<file path="config.mk">
export PLATFORM = sky130hd
export DESIGN_NAME = motor_drive_ctrl
export DESIGN_NICKNAME = d
export VERILOG_FILES = /design/src/rtl/motor_drive_ctrl.sv
export SDC_FILE = /design/constraint.sdc
export NUM_CORES = 1
export LEC_CHECK = 0
export ABC_AREA = 1
export CORE_UTILIZATION = 60
export DETAILED_ROUTE_END_ITERATION = 8
export PLACE_DENSITY = 0.9
export SLEW_MARGIN = 20
export SYNTH_ARGS = -nofsm -noshare
export SYNTH_HDL_FRONTEND = slang
export SYNTH_SLANG_ARGS = --single-unit
</file>
<file path="constraint.sdc">
create_clock -name clk -period 6.45 [get_ports clk]
set_clock_uncertainty 0.15 [all_clocks]
set_input_delay 0.645 -clock clk [delete_from_list [all_inputs] [get_ports clk]]
set_output_delay 0.645 -clock clk [all_outputs]
set_load 0.1 [all_outputs]
</file>
<file path="src/rtl/motor_drive_ctrl.sv">
// Two-wheel motor drive controller: decodes level commands into signed wheel
// targets and ramps each wheel's duty toward its target. A dead-time interval
// separates any change of wheel direction. Each wheel drives a registered PWM.
module motor_drive_ctrl #(
   parameter int PWM_BITS  = 8,
   parameter int MAX_DUTY  = 200,
   parameter int TURN_DUTY = 120,
   parameter int RAMP_STEP = 8,
   parameter int RAMP_DIV  = 16,
   parameter int DEAD_CYC  = 32
) (
   input  logic                clk,
   input  logic                rst,
   input  logic                motor_fwd,
   input  logic                motor_bwd,
   input  logic                motor_left,
   input  logic                motor_right,
   input  logic                motor_stop,
   output logic                pwm_l,
   output logic                pwm_r,
   output logic                dir_l,
   output logic                dir_r,
   output logic [PWM_BITS-1:0] duty_l,
   output logic [PWM_BITS-1:0] duty_r,
   output logic                at_speed
);

   localparam int DIV_W  = (RAMP_DIV > 1) ? $clog2(RAMP_DIV) : 1;
   localparam int DEAD_W = (DEAD_CYC > 1) ? $clog2(DEAD_CYC) : 1;
   // One spare bit so duty +/- step arithmetic never wraps.
   localparam int EXT_W  = PWM_BITS + 1;

   localparam logic [PWM_BITS-1:0] MAX_D     = PWM_BITS'(MAX_DUTY);
   localparam logic [PWM_BITS-1:0] TURN_D    = PWM_BITS'(TURN_DUTY);
   localparam logic [EXT_W-1:0]    STEP_E    = EXT_W'(RAMP_STEP);
   localparam logic [DIV_W-1:0]    DIV_LAST  = DIV_W'(RAMP_DIV - 1);
   localparam logic [DEAD_W-1:0]   DEAD_LOAD = DEAD_W'(DEAD_CYC - 1);
   // PWM period is 2^PWM_BITS-1 so a full-scale duty gives a constant high.
   localparam logic [PWM_BITS-1:0] CNT_LAST  = PWM_BITS'((2 ** PWM_BITS) - 2);

   typedef enum logic {ST_RUN, ST_DEAD} state_t;

   // Index 0 is the left wheel, index 1 the right wheel.
   logic [1:0][PWM_BITS-1:0] tgt_mag;
   logic [1:0]               tgt_fwd;
   logic [1:0][PWM_BITS-1:0] duty_v;
   logic [1:0]               dir_v;
   logic [1:0]               pwm_v;
   logic [1:0]               settled_v;

   logic [DIV_W-1:0]    div_q;
   logic                tick;
   logic [PWM_BITS-1:0] cnt_q;

   // Command decode: exactly one motion command selects a target, anything else is zero.
   always_comb begin
      tgt_mag = '0;
      tgt_fwd = 2'b11;
      case ({motor_fwd, motor_bwd, motor_left, motor_right})
         4'b1000: begin tgt_mag = {MAX_D, MAX_D};   tgt_fwd = 2'b11; end
         4'b0100: begin tgt_mag = {MAX_D, MAX_D};   tgt_fwd = 2'b00; end
         4'b0010: begin tgt_mag = {TURN_D, TURN_D}; tgt_fwd = 2'b10; end
         4'b0001: begin tgt_mag = {TURN_D, TURN_D}; tgt_fwd = 2'b01; end
         default: begin tgt_mag = '0;               tgt_fwd = 2'b11; end
      endcase
   end

   assign tick = (div_q == DIV_LAST);

   // Ramp divider; restarted by stop so a fresh ramp begins a full interval later.
   always_ff @(posedge clk) begin
      if (rst || motor_stop) begin
         div_q <= '0;
      end else if (tick) begin
         div_q <= '0;
      end else begin
         div_q <= div_q + 1'b1;
      end
   end

   // Shared PWM period counter, free-running regardless of stop.
   always_ff @(posedge clk) begin
      if (rst || (cnt_q == CNT_LAST)) begin
         cnt_q <= '0;
      end else begin
         cnt_q <= cnt_q + 1'b1;
      end
   end

   for (genvar gi = 0; gi < 2; gi++) begin : g_wheel
      state_t              state_q, state_d;
      logic [PWM_BITS-1:0] duty_q, duty_d;
      logic                dir_q, dir_d;
      logic [DEAD_W-1:0]   dead_q, dead_d;
      logic [PWM_BITS-1:0] shadow_q, shadow_d;
      logic                pwm_q, pwm_d;
      logic [EXT_W-1:0]    duty_e, mag_e;
      logic                opposite;

      assign duty_e   = EXT_W'(duty_q);
      assign mag_e    = EXT_W'(tgt_mag[gi]);
      assign opposite = (tgt_mag[gi] != '0) && (tgt_fwd[gi] != dir_q);

      // Wheel FSM next state: ramp in RUN, hold zero duty while DEAD times out.
      always_comb begin
         state_d = state_q;
         duty_d  = duty_q;
         dir_d   = dir_q;
         dead_d  = dead_q;
         if (motor_stop) begin
            state_d = ST_RUN;
            duty_d  = '0;
            dead_d  = '0;
         end else begin
            case (state_q)
               ST_RUN: begin
                  if (opposite) begin
                     if (duty_q == '0) begin
                        state_d = ST_DEAD;
                        dead_d  = DEAD_LOAD;
                     end else if (tick) begin
                        duty_d = (duty_e > STEP_E) ? PWM_BITS'(duty_e - STEP_E) : '0;
                     end
                  end else if (tick) begin
                     if (duty_e < mag_e) begin
                        duty_d = (duty_e + STEP_E >= mag_e) ? tgt_mag[gi]
                                                            : PWM_BITS'(duty_e + STEP_E);
                     end else if (duty_e > mag_e) begin
                        duty_d = (duty_e >= mag_e + STEP_E) ? PWM_BITS'(duty_e - STEP_E)
                                                            : tgt_mag[gi];
                     end
                  end
               end
               ST_DEAD: begin
                  duty_d = '0;
                  if (!opposite) begin
                     state_d = ST_RUN;
                  end else if (dead_q == '0) begin
                     state_d = ST_RUN;
                     dir_d   = ~dir_q;
                  end else begin
                     dead_d = dead_q - 1'b1;
                  end
               end
               default: state_d = ST_RUN;
            endcase
         end
      end

      // Wheel FSM state register.
      always_ff @(posedge clk) begin
         if (rst) begin
            state_q <= ST_RUN;
            duty_q  <= '0;
            dir_q   <= 1'b1;
            dead_q  <= '0;
         end else begin
            state_q <= state_d;
            duty_q  <= duty_d;
            dir_q   <= dir_d;
            dead_q  <= dead_d;
         end
      end

      // Duty is latched at the start of each period so a ramp never splits a pulse.
      always_comb begin
         shadow_d = shadow_q;
         if (motor_stop) begin
            shadow_d = '0;
         end else if (cnt_q == '0) begin
            shadow_d = duty_q;
         end
         pwm_d = (cnt_q < shadow_d);
      end

      // PWM shadow and output registers.
      always_ff @(posedge clk) begin
         if (rst) begin
            shadow_q <= '0;
            pwm_q    <= 1'b0;
         end else begin
            shadow_q <= shadow_d;
            pwm_q    <= pwm_d;
         end
      end

      assign duty_v[gi]    = duty_q;
      assign dir_v[gi]     = dir_q;
      assign pwm_v[gi]     = pwm_q;
      assign settled_v[gi] = (state_q == ST_RUN) && (duty_q == tgt_mag[gi]) &&
                             ((tgt_mag[gi] == '0) || (dir_q == tgt_fwd[gi]));
   end

   assign duty_l   = duty_v[0];
   assign duty_r   = duty_v[1];
   assign dir_l    = dir_v[0];
   assign dir_r    = dir_v[1];
   assign pwm_l    = pwm_v[0];
   assign pwm_r    = pwm_v[1];
   assign at_speed = &settled_v;

endmodule

</file>
After elaboration in Yosys (flattened, before gate mapping). Index checks and enable logic that the tools add are counted.

Flip-flop bits (word level): 60. Bits in latches: 0. Bits in writable memories: 0. ROM bits: 0. Input bits: 7. Output and inout bits: 21. Logic and storage cells: 145. Memories kept: 0.

$add $sub $neg: 10. Multiply operators: 0. Divide/modulo/power cells: 0. $lt $le $gt $ge: 12. Eq/ne operators: 28. Shift-type cells: 0. Multiplexer cells: 46. Bitwise logic cells: 5. Reduce and logical (&&, ||, !) cells: 30.

Operators by type and width (number): $mux 8 (22); $logic_not 8->1 (5); $mux 5 (8); $add 8x4->9 const B (4); $lt 8x8->1 (4); $pmux 16 s2 (1); $pmux 8 s2 (2); $reduce_and 4->1 (6); $pmux 5 s2 (2); $ge 8x9->1 (2); $ge 9x8->1 (2); $ne 3x3->1 const B (6); $eq 8x8->1 (2); $gt 8x4->1 const B (2); $gt 8x8->1 (2); $reduce_bool 8->1 (2); $sub 8x4->8 const B (2); $ne 2x2->1 const B (6); $logic_not 5->1 (2); $sub 5x1->5 const B (2); $add 8x1->8 const B (1); $eq 4x4->1 const B (2); $eq 8x8->1 const B (1); $mux 1 (8); 15 further kinds (35).

Longest topological paths before layout. Gate-level depths: netlist (run 1).

Depth in word-level cells: 11. Depth in mapped cells: 20. Gate-level depth less buffers: 20.

Least setup slack after synthesis (run 1). OpenSTA, ideal clock, no wires.

Kind: in2out. Start point: in motor_right. End point: out at_speed. Data arrival time: 3.791 ns. Required time: 5.655 ns. Path slack: 1.864 ns. Cell stages on the path: 9. Buffers on the path: 0. Path through: inv_1 > nor2_1 > o21ai_1 > ha_1 > clkinv_1 > ha_1 > and3_1 > nand2_1 > nor2_1.

Word-level cells in the longest chain between the ends: 7. Elaborated cells between the ends (all ways): 21. Those cells by class: 8 x eq/ne; 2 x mux; 11 x reduce/logical.

RTL lines: start: declaration (line 17) `input logic motor_right,`; $eq 4x1->1 (tied with other cells) (line 59) `case ({motor_fwd, motor_bwd, motor_left, motor_right})`; $reduce_or 2->1 (no line); $pmux 16 s2 (line 59); $eq 8x8->1 / $logic_not 8->1 (equally long branches) (line 190, 191); $logic_and 1x1->1 / $logic_or 1x1->1 (equally long branches) (line 190, 191); $logic_and 1x1->1 (line 190) `assign settled_v[gi] = (state_q == ST_RUN) && (duty_q == tgt_mag[gi]) &&`; $reduce_and 2->1 (*) (line 200) `assign at_speed = &settled_v;`; end: declaration (line 25) `output logic at_speed`.

Mark *: on every way between the ends. The rest lies on a longest branch, timed or not.

Final worst setup path (run 1). Ends and elaborated chain as after synthesis.

==> results of run 1 <==
state kept, by name, indices dropped and copies added, names as in the netlist:
register	flops
pwm_l	1
dir_l	1
pwm_r	1
duty_r	5
g_wheel.state_q	2
duty_l	5
g_wheel.dead_q	10
g_wheel.shadow_q	16
cnt_q	8
dir_r	1
div_q	4
routing by layer:
metal  global-route usage (%)  share of wire (%)  up-vias
met4                     9.24                2.4        0
met1                     32.9                 45     1929
met3                     2.80                3.6       25
met2                     49.2                 49      108
li1                         -                  -     2194
met5                        0                  0        -
power by group:
| part | switching, mW | internal, mW |
|---|---|---|
| clock | 0.105 | 0.0868 |
| combinational | 0.165 | 0.0690 |
| sequential | 0.00628 | 0.343 |
stage by stage:
step	hold slack (ps)	worst slack, ps	utilization, %
2_1_floorplan	268	1860	-
3_3_place_gp	279	1860	65.9
3_5_place_dp	285	1760	65.9
5_1_grt	324	1470	67.1
4_1_cts	305	1740	67.1
6_report	301	1630	67.1
kinds of logic (layout without fill, tap and decap cells):
| family | count (synthesis) | count (layout) |
|---|---|---|
| buffers and inverters | 103 | 118 |
| and+or+nand+nor | 342 | 342 |
| xor gates and xnor gates | 20 | 20 |
| DFF | 54 | 54 |
| other | 2 | 8 |
| adders and majority gates | 62 | 62 |
| AOI/OAI and AO/OA | 90 | 90 |
worst max-delay path: cells and delay by family:
| kind | cells | cell delay, ps |
|---|---|---|
| AOI/OAI and AO/OA | 1 | 500 |
| adders and majority gates | 2 | 1030 |
| buffers and inverters | 3 | 1330 |
| and+or+nand+nor | 4 | 520 |
layout make-up:
cell class / count / area [sq um] / area share (%)
Multi-Input combinational cell: 522 / 3000 / 62.0
Sequential cell: 54 / 1080 / 22.3
Inverter: 88 / 330 / 6.82
Timing Repair Buffer: 22 / 215 / 4.44
Tap cell: 99 / 124 / 2.56
Clock buffer: 7 / 86.3 / 1.78
Clock inverter: 1 / 5.00 / 0.103
cell usage in the layout, fill, tap and decap left out, drive strengths merged, types with 2 or more instances in the layout:
cell             n
inv             87
xnor2            5
clkbuf           7
dfxtp           54
buf              2
a21oi           41
nand3b           2
nor3b            2
o31ai            2
a21boi           2
ha              62
conb             8
nand4            8
nor3             6
clkdlybuf4s50   20
o21ai           34
o211ai           5
nand3           56
nor2            92
and3             2
xor2            15
a31oi            4
nand2          172
clkinv           2
worst min path at each step:
| stage | from | to |
|---|---|---|
| after floorplan | div_q[0] | div_q[0] |
| after global placement | div_q[0] | div_q[0] |
| after detailed placement | div_q[0] | div_q[0] |
| after CTS | g_wheel[0].shadow_q[0] | g_wheel[0].shadow_q[0] |
| after global routing | g_wheel[1].shadow_q[2] | g_wheel[1].shadow_q[2] |
| final | g_wheel[0].shadow_q[0] | g_wheel[0].shadow_q[0] |
==> metrics.csv, run 1 <==
stage,metric,value,unit
outcome,status,"complete, no violations",
global_route,grt-ovfl-total,0,
cts,cts-root-buf,clkbuf_8,
sta,slew_headroom,34.8,%
cts,cts_resized,0,
cts,clk_latency,300,ps
finish,syn2layout_area_growth,8.34,%
drt,wl,10200,um
drt,routed_via_density,5.37,
finish,layout-drive-gt1-share,5.33,%
placed_design,io_buffers,21,
critical_path,critPathLaunch,motor_right,
floorplanning,die_height,88.3,um
cts,clock_sinks,54,
cts,hold_buffers,0,
worst_hold_path,hold_depth,2,
synthesis,synth-edff-count,0,
critical_path,path_class,primary input to primary output,
synthesis,synthAdderAreaFrac,17.4,%
synthesis,synthXorXnorAreaFrac,3.92,%
synthesis,synth_seq_cells,54,
synthesis,synth_cell_type_count,39,
placed_design,placed_cells,785,
critical_path,cp_slowest_stage_delay,570,ps
finish,final_cells,793,
floorplanning,core-area,7210,sq um
cts,cts.path.max_buffers,2,
floorplanning,initial_core_util,61.9,%
sta,fmax,207,MHz
drt,post-route-drc-count,0,
drt,vias,4256,
synthesis,synthMuxAreaShare,0,%
placed_design,dpl.hpwl,7990,um
critical_path,path_cells,clkdlybuf4s50_1 > nor2_1 > o21ai_1 > ha_1 > clkinv_1 > ha_1 > and3_1 > nand2_1 > nor2_1 > buf_4,
synthesis,synth_commonest_cells,"nand2_1, nor2_1, inv_1",
drt,drtIter0Drc,292,
global_route,grt_max_degree,22,
finish,diodes,0,
sta,rsz0062_at_grt,no,
critical_path,reg2reg_setup_slack,3690,ps
synthesis,async_reset_ff_share,0,%
finish,finalNetCount,762,
floorplanning,io_pins,28,
synthesis,synthesis.area,4470,sq um
synthesis,synth_top_family_by_area,simple AND/OR/NAND/NOR gates,
cts,clk_pin_slew,80,ps
critical_path,cp-start-kind,primary input,
drt,ant_nets,0,
synthesis,yosysMostFrequentCell,nand2_1,
critical_path,worst_setup_path_end_kind,primary output,
synthesis,synth-compound-area-share,11.1,%
sta,final.setup.tns,0,ps
global_route,grtUsageTotal,26.9,%
drt,firstDrtPassIters,5,
cts,postCtsSetupRepairBufs,0,
power_and_ir_drop,peakVddDrop,0.153,mV
global_route,first_global_vias,3950,
global_route,antenna_found_initial,0,
critical_path,required,5650,ps
critical_path,critPathMaxFanout,12,
drt,avgRoutedWirePerCell,12.8,um
synthesis,ys_seq_area_share,24.2,%
power_and_ir_drop,powerDensity,160,nW/um^2
cts,cts_inserted_buffers,5,
critical_path,r2r_start,duty_l[3],
power_and_ir_drop,power,0.774,mW
sta,setup_violations,0,
critical_path,cpMaxStageDelayCell,ha_1,
sta,slew_violations,0,
global_route,grt_pass1_wl,17000,um
sta,period_minus_slack,4820,ps
sta,final.period_utilization,74.8,%
synthesis,synth_top_area_cell,dfxtp_1,
critical_path,r2r-end,duty_l[3],
floorplanning,die_w,88.3,um
synthesis,yosys-top-cells-area,"dfxtp_1, ha_1, nand2_1",
placed_design,gp_congestion,0.929,
synthesis,syn_avg_cell_area,6.64,sq um
synthesis,yosysTopAreaCellShare,24.2,%
cts,tritoncts,yes,
cts,cts_max_level,2,
floorplanning,rows,31,
synthesis,synth-simple-area-share,34.1,%
critical_path,r2r_cells,16,
critical_path,critical_path_arrival,4030,ps
floorplanning,fp.dieArea,7800,sq um
sta,worst_slew_pin_slew,974,ps
job,cap_violations,0,
finish,fillers,609,
synthesis,synthCells,673,
synthesis,ys_warn_count,0,
critical_path,crit_path_end,at_speed,
sta,final_hold_viol_count,0,
worst_hold_path,hp-class,flip-flop to flip-flop,
synthesis,synth_ff_type,dfxtp_1,
power_and_ir_drop,p_leak,2.45,nW
finish,stdcell_area,4840,sq um
placed_design,dpl-instance-area,4750,sq um
(Power assumes the default switching activity.)
==> run 2: changes to the inputs <==
--- a/config.mk
+++ b/config.mk
@@ -6,9 +6,9 @@
 export NUM_CORES = 1
 export LEC_CHECK = 0
 export ABC_AREA = 1
-export CORE_UTILIZATION = 60
+export CORE_UTILIZATION = 55
 export DETAILED_ROUTE_END_ITERATION = 8
-export PLACE_DENSITY = 0.9
+export PLACE_DENSITY = 0.87
 export SLEW_MARGIN = 20
 export SYNTH_ARGS = -nofsm -noshare
 export SYNTH_HDL_FRONTEND = slang
==> constraint.sdc (replaced) <==
create_clock -name clk -period 4 [get_ports clk]
set_clock_uncertainty 0.15 [all_clocks]
set_input_delay 0.4 -clock clk [delete_from_list [all_inputs] [get_ports clk]]
set_output_delay 0.4 -clock clk [all_outputs]
set_load 0.1 [all_outputs]
==> metrics.csv, run 2 (synthesized netlist as in run 1, its figures left out) <==
stage,metric,value,unit,change
global_route,grtUsageTotal,26.1,%,was 26.9%
critical_path,r2r-end,duty_r[3],,was duty_l[3]
finish,finalNetCount,766,,was 762
critical_path,path_class,primary input to primary output,,unchanged
job,cap_violations,0,,unchanged
cts,cts_inserted_buffers,5,,unchanged
drt,vias,4349,,was 4256
sta,final.period_utilization,95.1,%,
critical_path,crit_path_end,at_speed,,unchanged
cts,cts_max_level,2,,unchanged
critical_path,path_cells,clkdlybuf4s50_1 > nor2_1 > nand3_1 > ha_1 > nor2_4 > inv_1 > ha_1 > nand2_1 > nor2_1 > and3_1 > nand2_1 > nor2_2 > buf_12,,was clkdlybuf4s50_1 > nor2_1 > o21ai_1 > ha_1 > clkinv_1 > ha_1 > and3_1 > nand2_1 > nor2_1 > buf_4
drt,firstDrtPassIters,5,,unchanged
critical_path,critical_path_arrival,3250,ps,was 4030 ps
global_route,first_global_vias,4032,,was 3950
worst_hold_path,hp-class,flip-flop to flip-flop,,unchanged
sta,slew_violations,0,,unchanged
finish,layout_commonest_cell,nand2_1,,unchanged
drt,post-route-drc-count,0,,unchanged
critical_path,r2r_start,duty_r[3],,was duty_l[3]
finish,syn2layout_area_growth,9.49,%,was 8.34%
drt,avgRoutedWirePerCell,13.4,um,was 12.8 um
drt,routed_via_density,5.44,,was 5.37
power_and_ir_drop,peakVddDrop,0.209,mV,was 0.153 mV
floorplanning,initial_core_util,57.2,%,was 61.9%
sta,final.setup.tns,0,ps,unchanged
drt,wl,10700,um,was 10200 um
cts,tritoncts,yes,,unchanged
critical_path,worst_setup_path_end_kind,primary output,,unchanged
power_and_ir_drop,p_leak,2.47,nW,was 2.45 nW
floorplanning,core-area,7810,sq um,was 7210 sq um
floorplanning,fp.dieArea,8490,sq um,was 7800 sq um
cts,clk_pin_slew,100,ps,was 80 ps
global_route,antenna_found_initial,0,,unchanged
critical_path,cp_num_cells,13,,was 10
sta,slew_headroom,30.7,%,was 34.8%
drt,ant_nets,0,,unchanged
critical_path,path_buf_inv,3,,unchanged
finish,layout_common_cells,"nand2_1, nor2_1, inv_1, ha_1, dfxtp_1",,unchanged
cts,clock_sinks,54,,unchanged
drt,drtIter0Drc,274,,was 292
sta,setup_violations,0,,unchanged
sta,rsz0062_at_grt,no,,unchanged
critical_path,critPathMaxFanout,8,,was 12
finish,reg_top3,"g_wheel.shadow_q: 16 flops, g_wheel.dead_q: 10 flops, cnt_q: 8 flops",,unchanged
cts,postCtsSetupRepairBufs,0,,unchanged
critical_path,cp_slowest_stage_delay,480,ps,was 570 ps
finish,utilization,62.7,%,was 67.1%
finish,diodes,0,,unchanged
finish,top_register,g_wheel.shadow_q,,unchanged
finish,largest_reg_flops,16,,unchanged
floorplanning,io_pins,28,,unchanged
floorplanning,die_height,92.1,um,was 88.3 um
critical_path,r2r_cells,16,,unchanged
cts,cts.path.max_buffers,2,,unchanged
critical_path,critPathLaunch,motor_right,,unchanged
power_and_ir_drop,powerDensity,258,nW/um^2,was 160 nW/um^2
finish,layout-drive-gt1-share,6.17,%,was 5.33%
cts,cts_resized,0,,unchanged
critical_path,cp_top_family,simple AND/OR/NAND/NOR gates,,was buffers and inverters
global_route,grt-ovfl-total,0,,unchanged
floorplanning,rows,32,,was 31
outcome,status,"complete, no violations",,unchanged
sta,fmax,263,MHz,
critical_path,cp-start-kind,primary input,,unchanged
floorplanning,die_w,92.1,um,was 88.3 um
global_route,grt_max_degree,22,,unchanged
sta,worst_slew_pin_slew,1040,ps,was 974 ps
sta,period_minus_slack,3800,ps,
cts,hold_buffers,0,,unchanged
placed_design,gp_congestion,0.911,,was 0.929
critical_path,reg2reg_setup_slack,1270,ps,was 3690 ps
placed_design,dpl.hpwl,8240,um,was 7990 um
global_route,grt_pass1_wl,18100,um,was 17000 um
critical_path,cpMaxStageDelayCell,clkdlybuf4s50_1,,was ha_1
sta,final_hold_viol_count,0,,unchanged
cts,cts-root-buf,clkbuf_8,,unchanged
critical_path,required,3450,ps,was 5650 ps
cts,clk_latency,310,ps,was 300 ps
placed_design,io_buffers,21,,unchanged
run 2: changes by cell type in the layout (fill, tap and decap cells not counted), sizes merged:
cell / change
buf: +4
inv: +2
clkbuf: -2
clkinv: -1
run 2: layout make-up:
| class | instances | area [sq um] |
|---|---|---|
| multi-input cells | 522 | 3010 |
| fillers | 729 | 2910 |
| flip-flops and latches | 54 | 1080 |
| inverters | 88 | 330 |
| repair buffers | 26 | 258 |
| well taps | 102 | 128 |
| clock buffers | 5 | 68.8 |
| clock inverters | 2 | 17.5 |
run 2: report_power, final:
| group | internal [mW] | switching (mW) |
|---|---|---|
| clock network | 0.125 | 0.190 |
| registers | 0.553 | 0.0103 |
| logic | 0.118 | 0.269 |
| total | 0.796 | 0.469 |
run 2: through the flow:
step	instances	area [sq um]	hold slack, ps	setup WS (ps)	power (mW)
final	799	4890	304	198	1.26
after global routing	799	4890	324	53.6	1.34
after CTS	799	4890	302	49.8	1.27
after detailed placement	792	4800	286	67.8	0.956
after global placement	792	4800	281	118	0.944
after floorplan	679	4490	268	352	0.876
run 2: worst min-delay path: stages (launching register included):
cell,delay [ps]
dfxtp_1,310
nand2_1,70
nor2_1,40
run 2: worst min-delay path by stage:
stage	startpoint	endpoint	slack, ps	cells past startpoint
floorplan	div_q[0]	div_q[0]	270	1
global placement	div_q[0]	div_q[0]	280	1
detailed placement	g_wheel[1].shadow_q[0]	g_wheel[1].shadow_q[0]	290	2
CTS	g_wheel[1].shadow_q[0]	g_wheel[1].shadow_q[0]	300	2
global route	g_wheel[0].shadow_q[0]	g_wheel[0].shadow_q[0]	320	2
finish	g_wheel[1].shadow_q[0]	g_wheel[1].shadow_q[0]	300	2
run 2: per-layer routing:
layer,GRT usage [%],share of wire (%),vias to the layer above
met4,7.29,1.6,0
met2,47.8,49,114
met1,31.8,45,2011
met3,3.48,4.8,16
li1,-,-,2208
met5,0,0,-
==> run 3: changes to the inputs <==
--- a/config.mk
+++ b/config.mk
@@ -6,6 +6,7 @@
 export NUM_CORES = 1
 export LEC_CHECK = 0
 export ABC_AREA = 1
+export CAP_MARGIN = 20
 export CORE_UTILIZATION = 55
 export DETAILED_ROUTE_END_ITERATION = 8
 export PLACE_DENSITY = 0.87
==> results of run 3 <==
Final layout, timing and power as in run 2 (identical DEF).
